### src/rtl/tft_lcd_bus_ctrl.sv
// tft_lcd_bus_ctrl
// Avalon-MM slave that queues command/data words (tagged with RS) in a small
// FIFO and replays them as 8080-style write cycles on the LCD pins with
// programmable setup, strobe-low and hold times.
//
// state  | meaning
// -------+---------------------------------------------------------------
// IDLE   | CS released, waiting for the FIFO to hold a word
// SETUP  | CS low, data/RS valid, WR still high for T_SETUP cycles
// STROBE | WR held low for T_WR_LOW cycles
// HOLD   | WR back high, data/RS held for T_HOLD cycles before next word
module tft_lcd_bus_ctrl #(
    parameter int DATA_W     = 16,
    parameter int FIFO_DEPTH = 4,
    parameter int T_SETUP    = 1,
    parameter int T_WR_LOW   = 2,
    parameter int T_HOLD     = 1
) (
    input  logic              clk,
    input  logic              reset_n,
    input  logic [1:0]        address,
    input  logic              chipselect,
    input  logic              write_n,
    input  logic              read_n,
    input  logic [DATA_W-1:0] writedata,
    output logic [DATA_W-1:0] readdata,
    output logic              waitrequest,
    output logic              lcd_cs_n,
    output logic              lcd_rs,
    output logic              lcd_wr_n,
    output logic              lcd_rd_n,
    output logic [DATA_W-1:0] lcd_data
);

    localparam int AW    = $clog2(FIFO_DEPTH);
    localparam int AW1   = AW + 1;
    localparam int T_SW  = (T_SETUP > T_WR_LOW) ? T_SETUP : T_WR_LOW;
    localparam int T_MAX = (T_SW > T_HOLD) ? T_SW : T_HOLD;
    localparam int CW    = (T_MAX > 1) ? $clog2(T_MAX) : 1;

    localparam logic [CW-1:0]  CNT_SETUP = CW'(T_SETUP - 1);
    localparam logic [CW-1:0]  CNT_WR    = CW'(T_WR_LOW - 1);
    localparam logic [CW-1:0]  CNT_HOLD  = CW'(T_HOLD - 1);
    localparam logic [AW1-1:0] DEPTH_C   = AW1'(FIFO_DEPTH);

    typedef enum logic [1:0] {IDLE, SETUP, STROBE, HOLD} state_t;

    state_t            state, state_nx;
    logic [CW-1:0]     cnt, cnt_nx;
    logic              cs_nx, wr_nx, rs_nx;
    logic [DATA_W-1:0] data_nx;

    logic [DATA_W:0]   fifo_mem [FIFO_DEPTH];
    logic [AW-1:0]     wr_ptr, rd_ptr;
    logic [AW1-1:0]    fifo_cnt;
    logic              full, empty, push, pop, flush, busy;

    // Reads are never stalled and carry no side effects, so the strobe is not needed.
    logic unused_read_n;
    assign unused_read_n = read_n;

    assign full        = (fifo_cnt == DEPTH_C);
    assign empty       = (fifo_cnt == '0);
    assign busy        = (state != IDLE);
    assign waitrequest = chipselect & ~write_n & ~address[1] & full;
    assign push        = chipselect & ~write_n & ~address[1] & ~full;
    assign flush       = chipselect & ~write_n & (address == 2'd3) & writedata[0];
    assign readdata    = (address == 2'd2) ? {{(DATA_W-3){1'b0}}, empty, full, busy} : '0;
    assign lcd_rd_n    = 1'b1;

    // FIFO storage: RS tag in the top bit, taken from address bit 0.
    always_ff @(posedge clk) begin
        if (push) fifo_mem[wr_ptr] <= {address[0], writedata};
    end

    // FIFO pointers and occupancy; flush clears the queue but not the pins.
    always_ff @(posedge clk or negedge reset_n) begin
        if (!reset_n) begin
            wr_ptr   <= '0;
            rd_ptr   <= '0;
            fifo_cnt <= '0;
        end else if (flush) begin
            wr_ptr   <= '0;
            rd_ptr   <= '0;
            fifo_cnt <= '0;
        end else begin
            if (push) wr_ptr <= wr_ptr + 1'b1;
            if (pop)  rd_ptr <= rd_ptr + 1'b1;
            if (push && !pop)      fifo_cnt <= fifo_cnt + 1'b1;
            else if (pop && !push) fifo_cnt <= fifo_cnt - 1'b1;
        end
    end

    // Sequencer state, timing counter and registered LCD pins.
    always_ff @(posedge clk or negedge reset_n) begin
        if (!reset_n) begin
            state    <= IDLE;
            cnt      <= '0;
            lcd_cs_n <= 1'b1;
            lcd_wr_n <= 1'b1;
            lcd_rs   <= 1'b0;
            lcd_data <= '0;
        end else begin
            state    <= state_nx;
            cnt      <= cnt_nx;
            lcd_cs_n <= cs_nx;
            lcd_wr_n <= wr_nx;
            lcd_rs   <= rs_nx;
            lcd_data <= data_nx;
        end
    end

    // Next-state logic: a pop loads the pins, otherwise the counter walks each phase down.
    always_comb begin
        state_nx = state;
        cnt_nx   = cnt;
        cs_nx    = lcd_cs_n;
        wr_nx    = lcd_wr_n;
        rs_nx    = lcd_rs;
        data_nx  = lcd_data;
        pop      = 1'b0;
        case (state)
            IDLE: begin
                if (!empty) begin
                    pop               = 1'b1;
                    {rs_nx, data_nx}  = fifo_mem[rd_ptr];
                    cs_nx             = 1'b0;
                    cnt_nx            = CNT_SETUP;
                    state_nx          = SETUP;
                end
            end
            SETUP: begin
                if (cnt == '0) begin
                    wr_nx    = 1'b0;
                    cnt_nx   = CNT_WR;
                    state_nx = STROBE;
                end else begin
                    cnt_nx = cnt - 1'b1;
                end
            end
            STROBE: begin
                if (cnt == '0) begin
                    wr_nx    = 1'b1;
                    cnt_nx   = CNT_HOLD;
                    state_nx = HOLD;
                end else begin
                    cnt_nx = cnt - 1'b1;
                end
            end
            HOLD: begin
                if (cnt == '0) begin
                    if (!empty) begin
                        pop              = 1'b1;
                        {rs_nx, data_nx} = fifo_mem[rd_ptr];
                        cnt_nx           = CNT_SETUP;
                        state_nx         = SETUP;
                    end else begin
                        cs_nx    = 1'b1;
                        state_nx = IDLE;
                    end
                end else begin
                    cnt_nx = cnt - 1'b1;
                end
            end
            default: state_nx = IDLE;
        endcase
    end

endmodule

### config.mk
export PLATFORM = sky130hd
export DESIGN_NAME = tft_lcd_bus_ctrl
export DESIGN_NICKNAME = d
export VERILOG_FILES = /design/src/rtl/tft_lcd_bus_ctrl.sv
export SDC_FILE = /design/constraint.sdc
export NUM_CORES = 1
export LEC_CHECK = 0
export BUFFER_PORTS_ARGS = -buffer_cell sky130_fd_sc_hd__clkbuf_2
export CELL_PAD_IN_SITES_DETAIL_PLACEMENT = 1
export CELL_PAD_IN_SITES_GLOBAL_PLACEMENT = 1
export CORE_MARGIN = 2
export CORE_UTILIZATION = 48
export DETAILED_ROUTE_END_ITERATION = 12
export GPL_TIMING_DRIVEN = 0
export PLACE_DENSITY = 0.79
export SKIP_LAST_GASP = 1
export SLEW_MARGIN = 30
export SYNTH_ARGS = -nofsm -noshare
export SYNTH_HDL_FRONTEND = slang
export SYNTH_SLANG_ARGS = --single-unit
### constraint.sdc
create_clock -name clk -period 2.7 [get_ports clk]
set_input_delay 0 -clock clk [delete_from_list [all_inputs] [get_ports clk]]
set_output_delay 0 -clock clk [all_outputs]
set_load 0.1 [all_outputs]
After elaboration in Yosys (flattened, before gate mapping) --
Memory sizes are Yosys's and may differ from the RTL's. Cells that the tools add are included.
Word-level totals: bits in registers 29, memory bits (writable) 68, input bits 23, output and inout bits 37, word-level logic and storage cells 87, memories 1
Memory list:
- fifo_mem | words 4, bits a word 17, read ports 1, clocked after Yosys merged registers in 0, wr ports 1, RTL line 53 | logic [DATA_W:0] fifo_mem [FIFO_DEPTH];
Cells by class: $add $sub $neg 5, equality and inequality tests 11, multiplexer cells 35, bitwise gates (word level) 9, reduce and logical (&&, ||, !) cells 17
Operators with widths (number):
- $mux W16 | 2
- $pmux W16 S2 | 1
- $mux W2 | 8
- $mux W1 | 14
- $mux W3 | 4
- $ne A2 B2 Y1 const B | 5
- $reduce_bool A2 Y1 | 5
- $eq A2 B2 Y1 const B | 4
- $pmux W1 S2 | 4
- $pmux W2 S4 | 1
- $reduce_and A4 Y1 | 2
- $and A1 B1 Y1 | 6
- $add A2 B1 Y2 const B | 2
- $add A3 B1 Y3 const B | 1
- $eq A3 B3 Y1 const B | 1
- $logic_not A3 Y1 | 1
- $not A1 Y1 | 3
- $pmux W1 S3 | 1
- $reduce_and A3 Y1 | 1
- $reduce_bool A3 Y1 | 1
- $sub A3 B1 Y3 const B | 1
- $eq A2 B1 Y1 const B | 1
- $logic_and A1 B1 Y1 | 2
- $logic_not A1 Y1 | 2
- 4 further kinds | 4

Logic depth before layout (Yosys ltp) --
Gate-level depths: netlist of run 1.
word-level depth 9, depth in mapped cells 10, gate-level depth less buffers 10

Worst setup path after synthesis of run 1 --
No wires, ideal clock.
kind register -> output, from reg fifo_cnt[1], to out waitrequest, data arrival time 2973 ps, data required time 2700 ps, slack -273 ps, stages on the path, launching flop included 4, buffers on the path 1, cell sequence dfrtp_1 -> or3b_1 -> buf_6 -> nor3_1
Between the ends: word-level cells in the longest chain between the ends 2
RTL lines:
- start: declaration | RTL line 55 | logic [AW1-1:0] fifo_cnt;
- start signal: assignment | RTL line 89 | if (push && !pop) fifo_cnt <= fifo_cnt + 1'b1;
- start signal: assignment | RTL line 90 | else if (pop && !push) fifo_cnt <= fifo_cnt - 1'b1;
- $eq A3 B3 Y1 | RTL line 62 | assign full = (fifo_cnt == DEPTH_C);
- $and A1 B1 Y1 | RTL line 65 | assign waitrequest = chipselect & ~write_n & ~address[1] & full;
- end: declaration | RTL line 27 | output logic waitrequest,
No other way between the ends.

Worst setup path after layout of run 1 --
from reg state[0], to reg fifo_cnt[2]
Between the ends: word-level cells in the longest chain between the ends 6, elaborated cells on any way between the ends 9, classes of those cells 1 x eq/ne; 3 x mux; 5 x reduce/logical
RTL lines:
- start: declaration | RTL line 48 | state_t state, state_nx;
- start signal: assignment | RTL line 104 | state <= state_nx;
- $eq A2 B2 Y1 or $logic_not A2 Y1 (tied branches) | RTL line 122 | case (state)
- $pmux W1 S2 * | RTL line 122
- $logic_not A1 Y1 | RTL line 89
- $logic_and A1 B1 Y1 | RTL line 89
- $mux W3 | RTL line 89
- $mux W3 | RTL line 82 | end else if (flush) begin
Every way passes the cells marked *; elsewhere a longest branch is shown, timed or not. A chain may end at the register's enable or synchronous reset.

==> impl_metrics.ini, run 1 <==
[placement]
numPlacedInstances = 400
place_congestion = 0.714
post-dp-hpwl_um = 5180
io_buffer_count = 44

[logic_synthesis]
synthCells = 239
synth_cell_types = 37
dominantRegCellSynth = edfxtp_1
post_synth_instance_area_um2 = 4110
synth_sequential_area_ratio = 0.674
post_synthesis_async_set_or_reset_flop_share = 0.299
synth.avg_cell_area_um2 = 17.2
number_of_warnings_printed_during_yosys_synthesis = 0
ys_ff_latch = 97
synth_enable_flop_cells = 68

[routing]
top_signal_layer_used = met4
detail_route.iter0.violations = 72
vias = 2210
sum_of_met3_wire_segment_lengths_after_detailed_routing_um = 261
route.detailed.drc = 0
route.layer.met1.wl_um = 3340
vias_per_cell = 5.03
drtPass1Iterations = 7
routed-wl-met2_um = 4360
antenna_violating_nets_post_route = 0
routedWlPerCell_um = 18.4
route.final.wire_length_um = 8080

[clock_tree]
cts_buffers = 9
cts_max_path_buffers = 2
worst_skew_pair.late_latency_ps = 370
cts_htree_levels = 3
worst_setup_hold_path_clk_slew_ps = 110
numClockSinks = 97
clock-root-buffer = clkbuf_8
clock_tree_from_tritoncts = done

[floorplanning]
io-pin-count = 60
num_rows = 33
die_area_um2 = 9310
die_h_um = 96.5
floorplan.core_area_um2 = 8260
die_width_um = 96.5
floorplan.initialDensity = 0.497

[final_layout]
mostFrequentLayoutCell = edfxtp_1
synthToLayoutAreaGrowth_pct = 20.1
layout-drive-gt1-share = 0.392
antenna_cells = 0
fin_nets = 362
layout.cells.most_common_list = edfxtp_1 (68), clkbuf_2 (44), dfrtp_1 (27), buf_4 (18), dlygate4sd3_1 (18)
seq_area_um2 = 2770
final_std_cells_w_o_fill = 439
multi_input_comb_area_um2 = 1190
layout.filler_cells = 792

[sta]
worst_pin_slew_ps = 941
setup_viol_count_final = 0
post-route-period-util = 0.909
final-max-slew-violation-count = 0
slew_headroom = 0.373
final.setup.tns_ps = 0
clock.fmax_mhz = 407
rsz0062_at_grt = no
min_tclk_post_route_ps = 2450
final-hold-violation-count = 0
fin_worst_skew_ps = 13.9

[critical_path]
crit_path_end_kind = register
data_required_critical_path_ps = 2990
cp_common_cell = inv_1
start_kind = register
path_cells = inv_1 > ha_1 > inv_1 > a211oi_4 > nor2b_1 > fa_1 > inv_1 > a21oi_1 > mux2i_1 > mux2i_1
crit_path_max_incr_delay_ps = 460
crit_type = reg -> reg
crit_path_top_delay_cell = dfrtp_1
critical_path_buf_inv_count = 3
worstPathMaxFanout = 6
worst-endpoint-arrival_ps = 2750
reg2reg_setup_slack_ps = 250
critical_path.top_delay_family = adder cells

[global_route]
wire_length_of_the_first_global_routing_pass_um = 12200
grt_antenna_before_repair = 0
vias_in_the_first_global_route = 2342
grt_start_max_net_pins = 30
grt_overflow = 0
grt_util_all_layers = 0.183

[status]
run_status = finished, final reports clean

[hold_path]
hp-class = in -> reg

[flow_run]
max_cap_violations = 0
cell families (layout without fill, tap and decap cells):
kind of cell,after synthesis,count (layout),synth area share
flip-flops,97,97,0.674
AND/OR/NAND/NOR,42,42,0.0554
multiplexers,40,40,0.155
buffers and inverters,32,115,0.0472
AO/OA/AOI/OAI,13,13,0.0259
adder cells (fa/ha/maj),10,10,0.0323
XOR/XNOR,3,3,0.00823
other,2,14,0.00183
timing repair:
action	in CTS	in global routing
hold buffers	18	0
resized for setup	0	0
hold endpoints to repair	95	0
setup buffers	0	4
endpoints found under the setup margin	0	1
state kept, by name (all words and copies together) (netlist names):
signal	flops
lcd_data	16
lcd_wr_n	1
lcd_cs_n	1
fifo_cnt	3
wr_ptr	2
rd_ptr	2
lcd_rs	1
fifo_mem	68
cnt	1
state	2
worst register-to-register path, delay by kind of cell (launching register included):
family                   cells  cell delay, ps
flip-flops                   1             460
AND/OR/NAND/NOR              1             120
AO/OA/AOI/OAI                2             390
multiplexers                 2             410
adder cells (fa/ha/maj)      2             650
buffers and inverters        3             360
worst paths after layout:
check | startpoint | endpoint | cells past startpoint
worst min register to register | lcd_data[6] | lcd_data[6] | 1
worst max register to register | state[0] | fifo_cnt[2] | 10
max in group asynchronous | reset_n | lcd_data[11] | 2
worst max-delay path | state[0] | fifo_cnt[2] | 10
worst min-delay path | chipselect | wr_ptr[1] | 4
min in group asynchronous | reset_n | cnt | 2
synthesized netlist by cell type, types with 3 or more instances:
| cell type | count | area (um2) |
|---|---|---|
| edfxtp_1 | 68 | 2040 |
| dfrtp_1 | 27 | 676 |
| mux2_2 | 17 | 191 |
| mux4_2 | 17 | 383 |
| buf_4 | 14 | 105 |
| inv_1 | 10 | 37.5 |
| ha_1 | 9 | 113 |
| nand2_1 | 9 | 33.8 |
| nor2_1 | 9 | 33.8 |
| and3_1 | 5 | 31.3 |
| buf_2 | 5 | 25.0 |
| mux2i_1 | 5 | 50.1 |
| nand2b_1 | 5 | 31.3 |
| o21ai_0 | 5 | 25.0 |
| a21oi_1 | 3 | 15.0 |
| nand3_1 | 3 | 15.0 |
per-stage QoR:
stage          setup slack (ps)  hold WS, ps  utilization  cell area (um2)
2_1_floorplan               519         -296            -             4160
3_3_place_gp                280          121        0.546             4510
3_5_place_dp                210          126        0.546             4510
4_1_cts                     148         82.1        0.592             4890
5_1_grt                    85.9          153        0.597             4930
6_report                    246          105        0.597             4930
layout make-up:
type                            count  area share
Sequential cell                    97       0.562
Multi-Input combinational cell    122       0.242
Timing Repair Buffer               67      0.0895
Buffer                             22      0.0317
Tap cell                          105      0.0266
Clock buffer                        9      0.0251
Clock inverter                      7      0.0157
Inverter                           10     0.00761
routing by layer:
metal / up-vias / GRT usage
met1: 1120 / 0.227
met4: 0 / 0.0657
met2: 47 / 0.318
met5: - / 0
met3: 7 / 0.0388
li1: 1036 / -
Power of run 1 is left out: the tool's default activity adds up to more than one toggle a clock period on the data nets, which glitch-free logic cannot reach.
==> run 2, diff against run 1 <==
--- a/config.mk
+++ b/config.mk
@@ -11,8 +11,8 @@
 export CORE_MARGIN = 2
 export CORE_UTILIZATION = 48
 export DETAILED_ROUTE_END_ITERATION = 12
-export GPL_TIMING_DRIVEN = 0
 export PLACE_DENSITY = 0.79
+export RECOVER_POWER = 50
 export SKIP_LAST_GASP = 1
 export SLEW_MARGIN = 30
 export SYNTH_ARGS = -nofsm -noshare
==> impl_metrics.ini, run 2 (same netlist as run 1, synthesis figures left out) <==
[placement]
pre_cts_ws_ps = 459
io_buffer_count = 44
post-dp-hpwl_um = 4900
place_congestion = 0.697

[sta]
post-route-period-util = 0.847
post-route-worst-setup-slack_ps = 414
fin_worst_skew_ps = 16.8
worst_hold_slack_ps = 105
setup_viol_count_final = 0
clock.fmax_mhz = 437
final.setup.tns_ps = 0
min_tclk_post_route_ps = 2290
worst_pin_slew_ps = 1820
final-max-slew-violation-count = 30
final-hold-violation-count = 0
slew_headroom = -0.210
rsz0062_at_grt = no

[clock_tree]
cts_htree_levels = 3
cts_setup_buffers = 0
clock-root-buffer = clkbuf_8
numClockSinks = 97
gates_resized_cts_repair = 0
worst_skew_pair.late_latency_ps = 350
cts_buffers = 9
cts_max_path_buffers = 2
worst_setup_hold_path_clk_slew_ps = 110
clock_tree_from_tritoncts = done

[final_layout]
layout-drive-gt1-share = 0.260
regMostFlops = fifo_mem
synthToLayoutAreaGrowth_pct = 15.3
mostFrequentLayoutCell = edfxtp_1
largest_register_ff_count = 68
antenna_cells = 0
layout.cells.most_common_list = edfxtp_1 (68), clkbuf_1 (28), dfrtp_1 (27), dlygate4sd3_1 (18)
fin_nets = 339
layout.filler_cells = 805
largest_registers_in_the_final_layout = fifo_mem x68, lcd_data x16, fifo_cnt x3

[floorplanning]
die_area_um2 = 9310
floorplan.core_area_um2 = 8260
die_h_um = 96.5
io-pin-count = 60
num_rows = 33
floorplan.initialDensity = 0.497
die_width_um = 96.5

[global_route]
wire_length_of_the_first_global_routing_pass_um = 12100
grt.busiest_layer = met2
grt_antenna_before_repair = 0
grt_util_all_layers = 0.180
gr-usage-met3 = 0.0279
grt_start_max_net_pins = 30
met2_usage = 0.314
grt_overflow = 0
vias_in_the_first_global_route = 2325
use_met1 = 0.226

[critical_path]
crit_path_max_incr_delay_ps = 540
worst-endpoint-arrival_ps = 2550
path_cells = or3b_1 > and2_4 > nor2b_1 > fa_1 > inv_1 > a21oi_1 > mux2i_1 > mux2i_1
worstPathMaxFanout = 9
cp_common_cell = mux2i_1
crit_path_end_kind = register
critical_path_buf_inv_count = 1
crit_type = reg -> reg
critical_path.top_delay_family = simple AND/OR/NAND/NOR gates
data_required_critical_path_ps = 2970
crit_path_top_delay_cell = or3b_1
start_kind = register

[routing]
detail_route.iter0.violations = 89
vias_per_cell = 5.20
antenna_violating_nets_post_route = 0
drtPass1Iterations = 4
routedWlPerCell_um = 18.5
route.final.wire_length_um = 7700
vias = 2162
route.detailed.drc = 0

[flow_run]
max_cap_violations = 1

[status]
violations = capacitance limit, slew limit
run_status = finished, violations left

[hold_path]
hp-class = in -> reg
## run 2: path summary, 6_finish.rpt
path	start	endpoint	slack [ps]	depth (start not counted)
min	address[1]	rd_ptr[0]	110	4
min reg2reg	lcd_wr_n	lcd_wr_n	510	2
min in group asynchronous	reset_n	cnt	660	2
max reg2reg	fifo_cnt[1]	fifo_cnt[2]	410	8
max in group asynchronous	reset_n	lcd_data[14]	980	2
max	fifo_cnt[1]	fifo_cnt[2]	410	8
## run 2: what timing repair did
action | in CTS | in global routing
hold buffers | 18 | 0
setup endpoints to repair | 0 | 0
hold endpoints to repair | 95 | 0
## run 2: worst register-to-register path, cell delays in order, from the launching register on
cell	delay [ps]
dfrtp_1	460
or3b_1	540
and2_4	220
nor2b_1	140
fa_1	360
inv_1	70
a21oi_1	40
mux2i_1	180
mux2i_1	200
## run 2: metal layers
| layer | wire, um | vias to the layer above |
|---|---|---|
| met4 | 144 | 0 |
| li1 | - | 998 |
| met5 | 0 | - |
| met3 | 224 | 11 |
| met2 | 4120 | 49 |
| met1 | 3220 | 1104 |
## run 2: stage by stage
step                cell area [um2]  utilization  instances
floorplan                      4160            -        251
global placement               4380        0.530        381
detailed placement             4380        0.530        381
CTS                            4750        0.576        415
global route                   4740        0.573        416
finish                         4740        0.573        416
## run 2: final cells by class
type	count	area [um2]	area share
sequential	97	2770	0.585
multi-input combinational	122	1190	0.252
timing repair buffer	66	403	0.0851
clock buffer	10	138	0.0291
tap	105	131	0.0277
clock inverter	6	61.3	0.0129
inverter	10	37.5	0.00793
Power of run 2 is left out for the same reason.
==> run 3, diff against run 2 <==
--- a/config.mk
+++ b/config.mk
@@ -5,11 +5,12 @@
 export SDC_FILE = /design/constraint.sdc
 export NUM_CORES = 1
 export LEC_CHECK = 0
+export ABC_AREA = 1
 export BUFFER_PORTS_ARGS = -buffer_cell sky130_fd_sc_hd__clkbuf_2
 export CELL_PAD_IN_SITES_DETAIL_PLACEMENT = 1
 export CELL_PAD_IN_SITES_GLOBAL_PLACEMENT = 1
 export CORE_MARGIN = 2
-export CORE_UTILIZATION = 48
+export CORE_UTILIZATION = 46
 export DETAILED_ROUTE_END_ITERATION = 12
 export PLACE_DENSITY = 0.79
 export RECOVER_POWER = 50
==> constraint.sdc (replaced) <==
create_clock -name clk -period 2.2 [get_ports clk]
set_input_delay 0 -clock clk [delete_from_list [all_inputs] [get_ports clk]]
set_output_delay 0 -clock clk [all_outputs]
set_load 0.1 [all_outputs]
==> impl_metrics.ini, run 3 <==
[status]
run_status = finished, final reports clean

[final_layout]
seq_area_um2 = 2770
largest_register_ff_count = 68
layout.filler_cells = 927
layout-drive-gt1-share = 0.227
antenna_cells = 0
mostFrequentLayoutCell = edfxtp_1
largest_registers_in_the_final_layout = fifo_mem x68, lcd_data x16, fifo_cnt x3
multi_input_comb_area_um2 = 1220
synthToLayoutAreaGrowth_pct = 18.1
final_std_cells_w_o_fill = 517
regMostFlops = fifo_mem
fin_nets = 437
layout.cells.most_common_list = edfxtp_1 (68), nor2_1 (45), o21ai_0 (42), dfrtp_1 (26), clkbuf_1 (26)

[sta]
clock.fmax_mhz = 483
slew_headroom = 0.228
post-route-worst-setup-slack_ps = 128
fin_worst_skew_ps = 8.95
final-hold-violation-count = 0
post-route-period-util = 0.942
worst_hold_slack_ps = 93.0
final.setup.tns_ps = 0
final-max-slew-violation-count = 0
setup_viol_count_final = 0
min_tclk_post_route_ps = 2070
worst_pin_slew_ps = 1160

[routing]
vias = 2689
route.final.wire_length_um = 9270
vias_per_cell = 5.20
antenna_violating_nets_post_route = 0
detail_route.iter0.violations = 90
drtPass1Iterations = 4
route.detailed.drc = 0
routedWlPerCell_um = 17.9

[placement]
pre_cts_ws_ps = 12.0
io_buffer_count = 44
place_congestion = 0.795
numPlacedInstances = 480
post-dp-hpwl_um = 5900

[logic_synthesis]
post_synthesis_async_set_or_reset_flop_share = 0.299
synth_cell_types = 35
post_synth_instance_area_um2 = 4170
synthCells = 328
number_of_warnings_printed_during_yosys_synthesis = 0
synth.avg_cell_area_um2 = 12.7
yosysMostFrequentCell = edfxtp_1
synth_top_area_share = 0.489
ys_ff_latch = 97
synth_enable_flop_cells = 68
post_synth_most_frequent_cells = edfxtp_1 (68), nor2_1 (45), o21ai_0 (42)
dominantRegCellSynth = edfxtp_1
synth_sequential_area_ratio = 0.664
synth.area.top_cells = edfxtp_1 (49%), dfrtp_1 (16%), o21ai_0 (5.0%)
synth_largest_area_cell = edfxtp_1

[critical_path]
worst-endpoint-arrival_ps = 2330
cp-startpoint = state[0]
crit_path_end_kind = register
data_required_critical_path_ps = 2460
rr_startpoint = state[0]
start_kind = register
reg2reg_to = fifo_cnt[2]
worstPathMaxFanout = 4
reg2reg_setup_slack_ps = 130
crit_type = reg -> reg
reg2regPathDepth = 14

[global_route]
wire_length_of_the_first_global_routing_pass_um = 14500
vias_in_the_first_global_route = 2895
grt_util_all_layers = 0.194
grt_antenna_before_repair = 0
grt_start_max_net_pins = 37
grt_overflow = 0

[hold_path]
hold_depth = 4
hp-class = in -> reg
hp-start = address[1]
hold_end = wr_ptr[0]

[floorplanning]
die_width_um = 99.2
io-pin-count = 60
die_h_um = 99.2
floorplan.initialDensity = 0.476
die_area_um2 = 9850
num_rows = 34
floorplan.core_area_um2 = 8760

[clock_tree]
worst_setup_hold_path_clk_slew_ps = 100
worst_skew_pair.late_latency_ps = 360
cts_max_path_buffers = 2
cts_buffers = 9
cts_htree_levels = 3
clock_tree_from_tritoncts = done
clock-root-buffer = clkbuf_8
numClockSinks = 97

[flow_run]
max_cap_violations = 0
## run 3: cell count changes after synthesis, moves of 4 or more
| cell | delta |
|---|---|
| o21ai_0 | +37 |
| nor2_1 | +36 |
| mux4_2 | -17 |
| o22ai_1 | +17 |
| inv_1 | +14 |
| mux2_2 | -10 |
| mux2_4 | +10 |
| nand2_1 | +9 |
| and3_1 | -5 |
| mux2i_1 | -5 |
| nand2b_1 | -5 |
| clkbuf_1 | +4 |
## run 3: stage by stage
stage                      util  cell area (um2)
after floorplan               -             4220
after global placement    0.515             4510
after detailed placement  0.515             4510
after CTS                 0.560             4900
after global routing      0.562             4930
final                     0.562             4930
## run 3: repair_timing
action / in CTS / in global routing
hold endpoints to repair: 95 / 0
hold buffers: 18 / 0
setup buffers: 0 / 3
gates resized for setup: 1 / 9
pin swaps: 0 / 1
endpoints found under the setup margin: 1 / 1
## run 3: worst max-delay path by stage
stage                              to
after floorplan           fifo_cnt[2]
after global placement    fifo_cnt[2]
after detailed placement  fifo_cnt[2]
after CTS                 fifo_cnt[2]
after global routing      fifo_cnt[2]
final                     fifo_cnt[2]
## run 3: area by class of cell
class,count,area share
well taps,108,0.0274
clock inverters,7,0.0170
clock buffers,9,0.0251
multi-input cells,191,0.248
flip-flops and latches,97,0.562
repair buffers,78,0.0990
inverters,27,0.0206
## run 3: cells by family (layout without fill, tap and decap cells)
family	Yosys count	in the layout	synth area share
DFF	97	97	0.664
and+or+nand+nor	82	82	0.0939
AOI/OAI and AO/OA	67	67	0.0885
buffers and inverters	52	121	0.0633
muxes	17	17	0.0549
adders and majority gates	10	10	0.0318
other	2	14	0.00180
xor gates and xnor gates	1	1	0.00210
## run 3: per-layer routing
layer	track usage	routed length, um
met3	0.0485	343
met2	0.347	4980
met4	0.0738	139
met1	0.225	3810
met5	0	0
## run 3: critical path: stages (launching register included)
cell,delay (ps)
dfrtp_2,460
inv_2,120
ha_4,170
nand2_1,100
nand2_2,110
nand2_4,70
nand2_4,80
inv_1,60
fa_2,350
xnor2_2,160
inv_1,60
nand2_1,70
nand2_1,60
nand2_1,60
nand2_1,40
Power of run 3 is left out for the same reason.
